## src/rtl/instr_fetch_decode.sv

```systemverilog
// RV32I front end: owns the PC, runs the imem req/ack handshake and presents
// raw instruction fields plus registered decode controls to the datapath.
module instr_fetch_decode #(
    parameter logic [31:0] RESET_PC = 32'h0000_0000
) (
    input  logic        clk_i,
    input  logic        rst_i,
    output logic        imem_req_o,
    output logic [31:0] imem_addr_o,
    input  logic        imem_ack_i,
    input  logic [31:0] imem_rdata_i,
    input  logic        redirect_en_i,
    input  logic [31:0] redirect_pc_i,
    input  logic        stall_i,
    output logic        valid_o,
    output logic [31:0] pc_out_o,
    output logic [6:0]  imm_B_MSB_o,
    output logic [4:0]  imm_B_LSB_o,
    output logic [11:0] imm_I_o,
    output logic [19:0] imm_J_o,
    output logic [6:0]  imm_S_MSB_o,
    output logic [4:0]  imm_S_LSB_o,
    output logic [19:0] imm_U_o,
    output logic [4:0]  rd_o,
    output logic [4:0]  rs2_o,
    output logic [4:0]  rs1_o,
    output logic [3:0]  alu_ctrl_o,
    output logic        shamt_en_o,
    output logic [2:0]  branch_ctrl_o,
    output logic        jump_ctrl_o,
    output logic        reg_write_o,
    output logic [2:0]  inst_type_o
);
    typedef enum logic {FETCH, ISSUE} state_t;

    typedef struct packed {
        logic [3:0] alu;
        logic       shamt;
        logic [2:0] branch;
        logic       jump;
        logic       reg_write;
        logic [2:0] itype;
    } ctrl_t;

    state_t      state_q, state_d;
    logic [31:0] pc_q, pc_d;
    logic [31:0] tgt_q, tgt_d;
    logic [31:0] pc_out_q, pc_out_d;
    logic        kill_q, kill_d;
    logic [31:7] ir_q, ir_d;
    ctrl_t       ctrl_q, ctrl_d, dec;
    logic [31:0] redir_pc;
    logic [2:0]  f3;
    logic        f7b5;

    assign redir_pc = redirect_pc_i & ~32'd3;
    assign f3       = imem_rdata_i[14:12];
    assign f7b5     = imem_rdata_i[30];

    // Decode the incoming word so controls are registered alongside IR.
    always_comb begin
        dec = '0;
        case (imem_rdata_i[6:0])
            7'b0110011: begin
                dec.itype     = 3'b000;
                dec.alu       = {f7b5, f3};
                dec.reg_write = 1'b1;
            end
            7'b0010011: begin
                dec.itype     = 3'b001;
                dec.alu       = {(f3 == 3'b101) & f7b5, f3};
                dec.shamt     = (f3 == 3'b001) || (f3 == 3'b101);
                dec.reg_write = 1'b1;
            end
            7'b0000011: begin
                dec.itype     = 3'b001;
                dec.reg_write = 1'b1;
            end
            7'b1100111: begin
                dec.itype     = 3'b001;
                dec.jump      = 1'b1;
                dec.reg_write = 1'b1;
            end
            7'b0100011: dec.itype = 3'b010;
            7'b1100011: begin
                dec.itype  = 3'b011;
                dec.alu    = 4'b1000;
                dec.branch = f3;
            end
            7'b0110111, 7'b0010111: begin
                dec.itype     = 3'b100;
                dec.reg_write = 1'b1;
            end
            7'b1101111: begin
                dec.itype     = 3'b101;
                dec.jump      = 1'b1;
                dec.reg_write = 1'b1;
            end
            default: dec.itype = 3'b111;
        endcase
    end

    // Redirect wins over ack and stall. A redirect during an unacked fetch
    // parks the target in tgt_q so the bus address stays on the old request.
    always_comb begin
        state_d  = state_q;
        pc_d     = pc_q;
        tgt_d    = tgt_q;
        kill_d   = kill_q;
        ir_d     = ir_q;
        pc_out_d = pc_out_q;
        ctrl_d   = ctrl_q;
        case (state_q)
            FETCH: begin
                if (redirect_en_i) begin
                    if (imem_ack_i) begin
                        pc_d   = redir_pc;
                        kill_d = 1'b0;
                    end else begin
                        tgt_d  = redir_pc;
                        kill_d = 1'b1;
                    end
                end else if (imem_ack_i) begin
                    if (kill_q) begin
                        pc_d   = tgt_q;
                        kill_d = 1'b0;
                    end else begin
                        ir_d     = imem_rdata_i[31:7];
                        pc_out_d = pc_q;
                        ctrl_d   = dec;
                        state_d  = ISSUE;
                    end
                end
            end
            ISSUE: begin
                if (redirect_en_i) begin
                    pc_d    = redir_pc;
                    state_d = FETCH;
                end else if (!stall_i) begin
                    pc_d    = pc_q + 32'd4;
                    state_d = FETCH;
                end
            end
            default: state_d = FETCH;
        endcase
    end

    always_ff @(posedge clk_i) begin
        if (rst_i) begin
            state_q  <= FETCH;
            pc_q     <= RESET_PC;
            tgt_q    <= RESET_PC;
            kill_q   <= 1'b0;
            ir_q     <= '0;
            pc_out_q <= '0;
            ctrl_q   <= '0;
        end else begin
            state_q  <= state_d;
            pc_q     <= pc_d;
            tgt_q    <= tgt_d;
            kill_q   <= kill_d;
            ir_q     <= ir_d;
            pc_out_q <= pc_out_d;
            ctrl_q   <= ctrl_d;
        end
    end

    // Request is masked by rst so memory never sees a fetch while in reset.
    assign imem_req_o    = (state_q == FETCH) && !rst_i;
    assign imem_addr_o   = pc_q;
    assign valid_o       = (state_q == ISSUE);
    assign pc_out_o      = pc_out_q;
    assign imm_I_o       = ir_q[31:20];
    assign imm_S_MSB_o   = ir_q[31:25];
    assign imm_B_MSB_o   = ir_q[31:25];
    assign imm_S_LSB_o   = ir_q[11:7];
    assign imm_B_LSB_o   = ir_q[11:7];
    assign imm_U_o       = ir_q[31:12];
    assign imm_J_o       = ir_q[31:12];
    assign rd_o          = ir_q[11:7];
    assign rs1_o         = ir_q[19:15];
    assign rs2_o         = ir_q[24:20];
    assign alu_ctrl_o    = ctrl_q.alu;
    assign shamt_en_o    = ctrl_q.shamt;
    assign branch_ctrl_o = ctrl_q.branch;
    assign jump_ctrl_o   = ctrl_q.jump;
    assign reg_write_o   = ctrl_q.reg_write;
    assign inst_type_o   = ctrl_q.itype;

endmodule

```

## config.mk

```make
export PLATFORM = sky130hd
export DESIGN_NAME = instr_fetch_decode
export DESIGN_NICKNAME = d
export VERILOG_FILES = /design/src/rtl/instr_fetch_decode.sv
export SDC_FILE = /design/constraint.sdc
export NUM_CORES = 1
export LEC_CHECK = 0
export BUFFER_PORTS_ARGS = -buffer_cell sky130_fd_sc_hd__buf_2
export CAP_MARGIN = 20
export CELL_PAD_IN_SITES_DETAIL_PLACEMENT = 2
export CELL_PAD_IN_SITES_GLOBAL_PLACEMENT = 2
export CORE_MARGIN = 8
export CORE_UTILIZATION = 29
export CTS_CLUSTER_SIZE = 14
export DETAILED_ROUTE_END_ITERATION = 7
export HOLD_SLACK_MARGIN = 0.15
export MAX_ROUTING_LAYER = met4
export PLACE_DENSITY = 0.89
export SLEW_MARGIN = 10
export SYNTH_ARGS = -nofsm -noshare
export SYNTH_HDL_FRONTEND = slang
export SYNTH_SLANG_ARGS = --single-unit
```

## constraint.sdc

```tcl
create_clock -name clk_i -period 3.9 [get_ports clk_i]
set_clock_uncertainty 0.15 [all_clocks]
set_input_delay 0.78 -clock clk_i [delete_from_list [all_inputs] [get_ports clk_i]]
set_output_delay 0.78 -clock clk_i [all_outputs]
set_load 0.005 [all_outputs]
```

Yosys cells after proc, flatten, opt, wreduce, memory -nomap -nowiden. Index checks and enable logic that the tools add are counted. Widths: inputs -> output; s select.

Bits in registers: 134. Logic and storage cells: 66.

Add/sub/neg operators: 1. Eq/ne operators: 14. Mux-type cells: 22. Bitwise logic cells: 5. Reduce and logical (&&, ||, !) cells: 12.

Operators with widths (count): $mux 32 (6); $pmux 32 s2 (1); $add 32x3->32 const B (1); $eq 7x6->1 const B (3); $eq 7x7->1 const B (3); $pmux 3 s6 (1); $eq 7x5->1 const B (2); $pmux 4 s3 (1); $mux 1 (11); $eq 7x2->1 const B (1); $reduce_or 7->1 (1); $ne 3x3->1 const B (2); $reduce_and 3->1 (2); $not 1->1 (4); $reduce_and 4->1 (1); $reduce_or 2->1 (2); $eq 3x1->1 const B (1); $eq 3x3->1 const B (1); $mux 3 (1); $reduce_or 3->1 (1); $ne 2x2->1 const B (1); $pmux 1 s2 (1); $reduce_and 2->1 (1); $reduce_bool 2->1 (1); other kinds (4) (4).

Longest topological paths before layout. Gate-level depths: netlist (run 1).

Word-level depth: 4. Depth in mapped cells: 9.

Worst setup path after synthesis (run 1). Ideal clock, no wire load.

Path type: in2out. Start point: input port rst_i. End point: output port imem_req_o. Data arrival time: 1.656 ns. Path slack: 1.314 ns. Stages on the path: 4. Buffers on the path: 3. Cell sequence: clkbuf_1 -> clkbuf_1 -> clkbuf_1 -> nor2_1.

Longest elaborated chain between the ends: 2.

Ends and longest elaborated chain: from (decl) (RTL line 7) `input logic rst_i,`; $logic_not 1->1 (RTL line 169) `assign imem_req_o = (state_q == FETCH) && !rst_i;`; $logic_and 1x1->1 (RTL line 169); to (decl) (RTL line 8) `output logic imem_req_o,`.

Every way passes these cells.

Worst setup path after layout (run 1).
Start point: register state_q, in the netlist valid_o. End point: output port imem_req_o.

Longest elaborated chain between the ends: 2.

Ends and longest elaborated chain: from (decl) (RTL line 45) `state_t state_q, state_d;`; from (signal assigned) (RTL line 158) `state_q <= state_d;`; $not 1->1 (no line); $logic_and 1x1->1 (RTL line 169).

Every way passes these cells.

==> flow_metrics.tcl, run 1 <==
set metrics [dict create \
    grt_pass1_wl_um 44200 \
    htree_levels 4 \
    antenna_found_initial 0 \
    n_antenna_cell 0 \
    first_pass_iters 4 \
    grt_setup_unrepaired "false" \
    synth_top_area_frac 0.397 \
    leakagePower_nw 3.37 \
    stdcell_area_sq_um 8010 \
    postCtsHoldBufs 0 \
    worst_setup_path_end_kind "primary output" \
    start_util 0.292 \
    min_path_type "flip-flop to flip-flop" \
    antenna_left 0 \
    clock_sinks 130 \
    setup_ws_ns 1.24 \
    layout.nets 1073 \
    worstSetupPathType "flip-flop to primary output" \
    muxShareOfSynthArea 0.00459 \
    fin_hold_ws_ns 0.301 \
    fp.dieW_um 166 \
    cp_max_fo 29 \
    ys_seq_area_frac 0.397 \
    period_needed_ns 2.66 \
    final_util 0.357 \
    worst-endpoint-arrival_ns 1.73 \
    cts_buffers 17 \
    maxCapViolations 0 \
    layout.cells.non_filler 1301 \
    slew_viol_final 0 \
    yosys.area_share.adder 0.00191 \
    synth_edf_count 0 \
    drtIter0Drc 412 \
    setup_viol 0 \
    busiest_layer "met2" \
    postSynthAreaPerCell_sq_um 7.55 \
    synthSimpleGateAreaFrac 0.247 \
    grt_use_met3 0.0563 \
    die_h_um 166 \
    drc_errors 0 \
    num_vias 6875 \
    fmax_ghz 0.376 \
    clockBufferDepth 2 \
    ys_async_sr_fraction 0 \
    fin_setup_tns_ns 0 \
    dp.cells 1269 \
    rows 55 \
    synth_xor_area_frac 0.00535 \
    grt_max_degree 72 \
    core_area_sq_um 22400 \
    path_clk_slew_ns 0.06 \
    synth_top_family_by_area "simple AND/OR/NAND/NOR gates" \
    total_power_mw 3.52 \
    place_area_sq_um 7430 \
    final_cell_mix "buf_2 (231), nand2_1 (204), a21oi_1 (146)" \
    synthTopCellsByArea "dfxtp_1 (40%), nand2_1 (12%), a21oi_1 (11%)" \
    grt_pass1_vias 7418 \
    slew_headroom 0.464 \
    routedWlPerCell_um 21.8 \
    postCtsResizedCells 0 \
    cts_tree "built" \
    synth_warnings 0 \
    synth_top_flop_cell "dfxtp_1" \
    die_area_sq_um 27600 \
    synth_area_leader_cell "dfxtp_1" \
    max_stage_delay_ns 0.60 \
    clock_latency_ns 0.43 \
    power.density_nw_per_um2 439 \
    start_kind "flip-flop" \
    port_buffers 232 \
    gp_congestion 0.822 \
    ir_worst_vdd_mv 0.230 \
    overflow 0 \
    final_common_cell "buf_2" \
    cts-root-buf "clkbuf_16" \
    crit_slowest_cell "dfxtp_1" \
    hold_viol_final 0 \
    globalRouteMet1Util 0.233 \
    ys_ff_latch 130 \
    outcome "finished clean" \
    io_pins 239 \
    ys_types 70 \
    grt_use_total 0.207 \
    area_growth_pct 22.3 \
    post_cts_buffers 0 \
    worstPathCellList "buf_4 -> nor2_1 -> buf_2" \
    dp_slack_ns 0.917 \
    fin_crit_sh 0.682 \
    syn_inst 867 \
    critPathRequiredTime_ns 2.97 \
    synth_compound_area_frac 0.215 \
    worst_pin_slew_ns 0.804 \
    detail_route.vias_per_cell 5.28 \
    synth_area_sq_um 6550 \
    layout-drive-gt1-share 0.298 \
    dp_hpwl_um 20600 \
    met2_usage 0.354 \
    drt_wl_total_um 28400 \
]
-- sequential cells by signal, indices dropped and copies added, names as in the netlist --
name and cells:
alu_ctrl_o 4, branch_ctrl_o 3, imem_addr_o 30, inst_type_o 3, ir_q 25, jump_ctrl_o 1, kill_q 1, pc_out_o 30
reg_write_o 1, shamt_en_o 1, tgt_q 30, valid_o 1
-- worst max-delay path, delay by kind of cell (launching register included) --
family,cells,cell delay [ns]
buffers and inverters,2,0.61
DFF,1,0.60
and+or+nand+nor,1,0.09
-- kinds of logic after synthesis --
logic type	count (synthesis)
other	1
AOI/OAI and AO/OA	239
buffers and inverters	143
adders and majority gates	1
and+or+nand+nor	346
muxes	3
xor gates and xnor gates	4
DFF	130
-- Yosys cell counts (all sizes together) (3+ instances only) --
master and number:
a211oi 7, a21o 4, a21oi 146, a311oi 5, a31oi 10, and3 11, buf 95, clkbuf 39
dfxtp 130, inv 8, mux2i 3, nand2 204, nand2b 4, nand3 17, nand3b 5, nand4 16
nor2 43, nor3 12, nor3b 8, nor4 9, o211ai 8, o21ai 29, o31ai 5, or3 4
-- power breakdown --
group          internal (mW)  switching, mW
Clock                  0.956          0.644
Combinational          0.167          0.274
Sequential              1.39         0.0890
Total                   2.51           1.01
-- layout make-up --
type | instances | area [sq um]
fillers | 2635 | 14400
multi-input cells | 597 | 3130
flip-flops and latches | 130 | 2600
repair buffers | 248 | 1300
clock buffers | 19 | 443
well taps | 285 | 357
clock inverters | 13 | 138
inverters | 9 | 33.8
-- worst paths after layout --
check,start,cells after the start,slack (ns),endpoint
setup reg to reg,imem_addr_o[2],6,1.43,imem_addr_o[20]
hold / removal,tgt_q[10],2,0.30,tgt_q[10]
hold reg to reg,tgt_q[10],2,0.30,tgt_q[10]
setup / recovery,valid_o,3,1.24,imem_req_o
-- per-layer routing --
layer,wire [um],vias up
met1,11700,3418
li1,-,3192
met5,0,-
met2,14400,237
met4,401,0
met3,1850,28
(Power assumes the default switching activity.)
==> inputs of run 2 (changes only) <==
--- a/config.mk
+++ b/config.mk
@@ -5,17 +5,18 @@
 export SDC_FILE = /design/constraint.sdc
 export NUM_CORES = 1
 export LEC_CHECK = 0
+export ABC_AREA = 1
 export BUFFER_PORTS_ARGS = -buffer_cell sky130_fd_sc_hd__buf_2
 export CAP_MARGIN = 20
 export CELL_PAD_IN_SITES_DETAIL_PLACEMENT = 2
 export CELL_PAD_IN_SITES_GLOBAL_PLACEMENT = 2
 export CORE_MARGIN = 8
-export CORE_UTILIZATION = 29
+export CORE_UTILIZATION = 23
 export CTS_CLUSTER_SIZE = 14
 export DETAILED_ROUTE_END_ITERATION = 7
 export HOLD_SLACK_MARGIN = 0.15
 export MAX_ROUTING_LAYER = met4
-export PLACE_DENSITY = 0.89
+export PLACE_DENSITY = 0.79
 export SLEW_MARGIN = 10
 export SYNTH_ARGS = -nofsm -noshare
 export SYNTH_HDL_FRONTEND = slang
==> constraint.sdc (replaced) <==
create_clock -name clk_i -period 2.17 [get_ports clk_i]
set_clock_uncertainty 0.15 [all_clocks]
set_input_delay 0.434 -clock clk_i [delete_from_list [all_inputs] [get_ports clk_i]]
set_output_delay 0.434 -clock clk_i [all_outputs]
set_load 0.005 [all_outputs]
==> run 2 against run 1 <==
Net effect: critical path depth is the same; combinational power grew to 2.5 times the previous value; sequential cell count is the same; non-clock buffer count grew 57; global-route usage shrank 3.1 points; via count grew 5.3%; cell area grew 9.5%; sequential share of layout area shrank 2.8 points; first-iteration DRC count shrank 38%; core utilization shrank 4.8 points; count of clock-buffer cells in the layout shrank 2; critical path type unchanged.
==> flow_metrics.tcl, run 2 <==
set metrics [dict create \
    outcome "finished clean" \
    min_from "redirect_pc_i[18]" \
    clock_latency_ns 0.43 \
    seqPwrFrac 0.402 \
    final_common_cell "buf_2" \
    gp_congestion 0.829 \
    ys_ff_latch 130 \
    clock_sinks 130 \
    dp_slack_ns 0.197 \
    synth_compound_area_frac 0.194 \
    synthTopCellsByArea "dfxtp_1 (40%), nand2_1 (10%), a21oi_1 (8.7%)" \
    crit_path_start "valid_o" \
    start_util 0.231 \
    synth_edf_count 0 \
    antenna_left 0 \
    start_kind "flip-flop" \
    period_needed_ns 1.99 \
    synth_top_area_frac 0.396 \
    fin_crit_sh 0.919 \
    final_cell_mix "buf_2 (232), nand2_1 (178), nor2_1 (140)" \
    stdcell_area_sq_um 8760 \
    synth_xor_area_frac 0.00800 \
    synth_area_leader_cell "dfxtp_1" \
    layout-drive-gt1-share 0.274 \
    worstSetupPathType "flip-flop to primary output" \
    ys_types 34 \
    grt_max_degree 60 \
    clkPwrFrac 0.434 \
    synth_warnings 0 \
    antenna_found_initial 0 \
    grt_setup_unrepaired "false" \
    setup_viol 0 \
    port_buffers 232 \
    hold_viol_final 0 \
    r2r_slack_ns 0.22 \
    grt_pass1_vias 7906 \
    first_pass_iters 4 \
    reg2reg_depth 11 \
    cts_tree "built" \
    num_vias 7242 \
    p_int_mw 4.71 \
    die_h_um 185 \
    synth_most_common_cell "nand2_1" \
    dp_hpwl_um 21600 \
    worst_setup_path_end_kind "primary output" \
    drtIter0Drc 256 \
    reg2reg_from "imem_addr_o[6]" \
    cp_max_fo 18 \
    max_stage_delay_ns 0.45 \
    total_power_mw 6.74 \
    overflow 0 \
    synth_top_family_by_area "simple AND/OR/NAND/NOR gates" \
    synth_area_sq_um 6570 \
    p_switching_mw 2.03 \
    path_clk_slew_ns 0.07 \
    leakagePower_nw 4.08 \
    setup_ws_ns 0.177 \
    die_area_sq_um 34200 \
    layout.nets 1248 \
    grt_pass1_wl_um 45300 \
    crit_slowest_cell "dfxtp_2" \
    routedWlPerCell_um 18.7 \
    fin_setup_tns_ns 0 \
    synthSimpleGateAreaFrac 0.243 \
    htree_levels 4 \
    drt_wl_total_um 29400 \
    detail_route.vias_per_cell 4.60 \
    drc_errors 0 \
    rows 62 \
    n_antenna_cell 0 \
    min_path_type "input pin to flip-flop" \
    layout.cells.non_filler 1575 \
    yosys.area_share.adder 0.00190 \
    post_cts_buffers 0 \
    muxShareOfSynthArea 0 \
    io_pins 239 \
    syn_inst 972 \
    dp.cells 1508 \
    ir_worst_vdd_mv 0.491 \
    ys_seq_area_frac 0.396 \
    cts-root-buf "clkbuf_16" \
    power_frac_comb 0.164 \
    rr_endpoint "imem_addr_o[17]" \
    synthTopCellsByCount "nand2_1 (178), nor2_1 (140), dfxtp_1 (130), a21oi_1 (114), o21ai_0 (107)" \
    maxCapViolations 0 \
    sw_frac_of_total 0.301 \
    area_growth_pct 33.4 \
    core_area_sq_um 28400 \
    clockBufferDepth 2 \
    critPathRequiredTime_ns 1.59 \
    fp.dieW_um 185 \
    cts_buffers 17 \
    cp-endpoint "imem_req_o" \
    postSynthAreaPerCell_sq_um 6.76 \
    worstPathCellList "buf_4 -> nor2_1 -> buf_2" \
    ys_async_sr_fraction 0 \
    worst-endpoint-arrival_ns 1.41 \
    synth_top_flop_cell "dfxtp_1" \
    slew_viol_final 0 \
    place_area_sq_um 7820 \
    grt_use_total 0.175 \
    power.density_nw_per_um2 769 \
    fmax_ghz 0.502 \
]
[run 2: kinds of logic (layout without fill, tap and decap cells)]
family	Yosys count	count (layout)
flops	130	130
xor+xnor	6	6
other cells	1	4
simple gates	388	388
compound gates	247	247
fa+ha+maj	1	1
buf+inv	199	415
[run 2: critical path: cells and delay by family (launching register included)]
family / cells / cell delay (ns)
buf+inv: 2 / 0.45
simple gates: 1 / 0.08
flops: 1 / 0.45
[run 2: what timing repair did]
action / in CTS / in global routing
endpoints found under the setup margin: 1 / 2
gates resized for setup: 1 / 2
endpoints found under the hold margin: 38 / 0
hold buffers: 35 / 0
pin swaps: 0 / 1
[run 2: area by class of cell]
type | count | area, sq um
clock buffer | 17 | 425
tap | 384 | 480
multi-input combinational | 646 | 2970
sequential | 130 | 2610
inverter | 78 | 293
clock inverter | 15 | 158
timing repair buffer | 305 | 1830
fill | 3411 | 19600
[run 2: power by group through the flow]
stage	sequential, mW	combinational (mW)	clock (mW)
5_1_grt	2.73	1.24	3.12
2_1_floorplan	2.75	0.581	0
6_report	2.71	1.11	2.93
4_1_cts	2.71	1.12	3.04
3_5_place_dp	2.76	1.06	0
3_3_place_gp	2.75	1.02	0
[run 2: stage by stage]
| stage | utilization | hold slack [ns] |
|---|---|---|
| global placement | 0.276 | 0.281 |
| CTS | 0.308 | 0.155 |
| finish | 0.309 | 0.177 |
| floorplan | - | 0.270 |
| detailed placement | 0.276 | 0.292 |
| global route | 0.309 | 0.169 |
[run 2: how the worst min path moves through the flow]
stage                      endpoint  slack [ns]  cells past startpoint
after detailed placement  tgt_q[10]        0.29                      2
final                     tgt_q[18]        0.18                      3
after CTS                 tgt_q[25]        0.16                      3
after global routing      tgt_q[21]        0.17                      3
after floorplan            tgt_q[2]        0.27                      2
after global placement     tgt_q[2]        0.28                      2
[run 2: per-layer routing]
layer	vias to the layer above	routed length (um)	global-route usage
met5	-	0	-
met1	3535	12600	0.198
met2	199	14500	0.307
met3	21	1900	0.0422
met4	0	386	0.0445
li1	3487	-	-
==> inputs of run 3 (changes only) <==
--- a/config.mk
+++ b/config.mk
@@ -6,17 +6,17 @@
 export NUM_CORES = 1
 export LEC_CHECK = 0
 export ABC_AREA = 1
-export BUFFER_PORTS_ARGS = -buffer_cell sky130_fd_sc_hd__buf_2
 export CAP_MARGIN = 20
 export CELL_PAD_IN_SITES_DETAIL_PLACEMENT = 2
 export CELL_PAD_IN_SITES_GLOBAL_PLACEMENT = 2
 export CORE_MARGIN = 8
-export CORE_UTILIZATION = 23
+export CORE_UTILIZATION = 30
 export CTS_CLUSTER_SIZE = 14
 export DETAILED_ROUTE_END_ITERATION = 7
+export DONT_BUFFER_PORTS = 1
 export HOLD_SLACK_MARGIN = 0.15
 export MAX_ROUTING_LAYER = met4
-export PLACE_DENSITY = 0.79
+export PLACE_DENSITY = 0.8
 export SLEW_MARGIN = 10
 export SYNTH_ARGS = -nofsm -noshare
 export SYNTH_HDL_FRONTEND = slang
==> run 3 against run 2 <==
Net effect: sequential share of layout area up 3.2 points; critical path depth increased by 4; worst setup slack lost 0.12 ns; largest cell class unchanged.
==> flow_metrics.tcl, run 3 (same netlist as run 2, synthesis figures left out) <==
set metrics [dict create \
    start_kind "input pin" \
    worst_setup_path_end_kind "flip-flop" \
    hold_viol_final 0 \
    n_antenna_cell 0 \
    antenna_left 0 \
    cp_max_fo 23 \
    clock_latency_ns 0.42 \
    worst_pin_slew_ns 0.545 \
    drc_errors 0 \
    final_util 0.364 \
    core_area_sq_um 21700 \
    place_area_sq_um 6520 \
    num_vias 6545 \
    layout.cells.non_filler 1274 \
    fmax_ghz 0.473 \
    leakagePower_nw 3.16 \
    maxCapViolations 0 \
    htree_levels 4 \
    first_pass_iters 4 \
    cts_tree "built" \
    outcome "finished clean" \
    period_needed_ns 2.12 \
    cts-root-buf "clkbuf_16" \
    max_stage_delay_ns 0.77 \
    layout.nets 1051 \
    dp_slack_ns 0.112 \
    antenna_found_initial 0 \
    min_path_type "input pin to flip-flop" \
    die_area_sq_um 26900 \
    routedWlPerCell_um 21.7 \
    worst-endpoint-arrival_ns 2.26 \
    area_growth_pct 20.3 \
    clockBufferDepth 2 \
    grt_pass1_wl_um 41000 \
    io_pins 239 \
    ir_worst_vdd_mv 0.450 \
    total_power_mw 6.74 \
    grt_use_total 0.205 \
    final_common_cell "nand2_1" \
    drtIter0Drc 300 \
    drt_wl_total_um 27700 \
    fill_cells 2502 \
    stdcell_area_sq_um 7910 \
    overflow 0 \
    start_util 0.303 \
    dp_hpwl_um 18100 \
    slew_headroom 0.636 \
    path_clk_slew_ns 0.06 \
    fin_hold_ws_ns 0.167 \
    grt_setup_unrepaired "false" \
    worstSetupPathType "input pin to flip-flop" \
    slew_viol_final 0 \
    rows 54 \
    port_buffers 0 \
    setup_ws_ns 0.0536 \
    critPathRequiredTime_ns 2.32 \
    power.density_nw_per_um2 852 \
    clock_sinks 130 \
    setup_viol 0 \
    layout-drive-gt1-share 0.0986 \
    gp_congestion 0.822 \
    fin_crit_sh 0.975 \
    dp.cells 1169 \
    fin_setup_tns_ns 0 \
    grt_max_degree 86 \
    crit_slowest_cell "dlygate4sd3_1" \
    cts_buffers 17 \
    final_cell_mix "nand2_1 (178), nor2_1 (140), dfxtp_1 (127)" \
    detail_route.vias_per_cell 5.14 \
    die_h_um 164 \
    grt_pass1_vias 6980 \
    fp.dieW_um 164 \
    worstPathCellList "dlygate4sd3_1 -> nor2_2 -> nand2_1 -> o21ai_2 -> buf_4 -> a211oi_1 -> a21oi_1" \
]
-- run 3: changes by cell type in the layout (fill, tap and decap cells not counted), sizes merged --
cell	before	now
clkinv	6	4
dlygate4sd3	35	66
inv	81	79
bufinv	2	4
buf	270	41
clkbuf	17	20
-- run 3: cell type report --
cell class	instances	area, sq um	share of cell area
Multi-Input combinational cell	646	2970	0.376
Sequential cell	130	2610	0.330
Timing Repair Buffer	108	1060	0.134
Clock buffer	19	443	0.0560
Tap cell	280	350	0.0443
Inverter	78	295	0.0374
Clock inverter	13	183	0.0231
-- run 3: worst paths after layout --
check	start	end	slack, ns	cells after the start
worst max-delay path	redirect_en_i	imem_addr_o[23]	0.05	7
worst max register to register	kill_q	branch_ctrl_o[1]	0.14	9
worst min register to register	tgt_q[19]	tgt_q[19]	0.30	2
worst min-delay path	redirect_pc_i[9]	imem_addr_o[9]	0.17	4
-- run 3: layer usage --
metal  vias to the layer above  GRT usage  wire [um]
met1                      3197      0.231      11500
met3                        36     0.0501       1920
met4                         0     0.0616        445
li1                       3104          -          -
met2                       208      0.353      13800
met5                         -          -          0
-- run 3: repair_timing --
item | in CTS | in global routing
endpoints found under the setup margin | 0 | 7
gates resized for setup | 0 | 9
hold buffers | 67 | 0
hold endpoints to repair | 87 | 0
setup buffers | 0 | 4
-- run 3: where the power goes --
group / switching, mW / internal, mW
logic: 0.515 / 0.326
clock network: 1.17 / 1.95
registers: 0.211 / 2.56
-- run 3: critical path, delay by kind of cell --
kind                   cells  cell delay (ns)
buffers and inverters      2             0.97
AO/OA/AOI/OAI              3             0.63
AND/OR/NAND/NOR            2             0.21
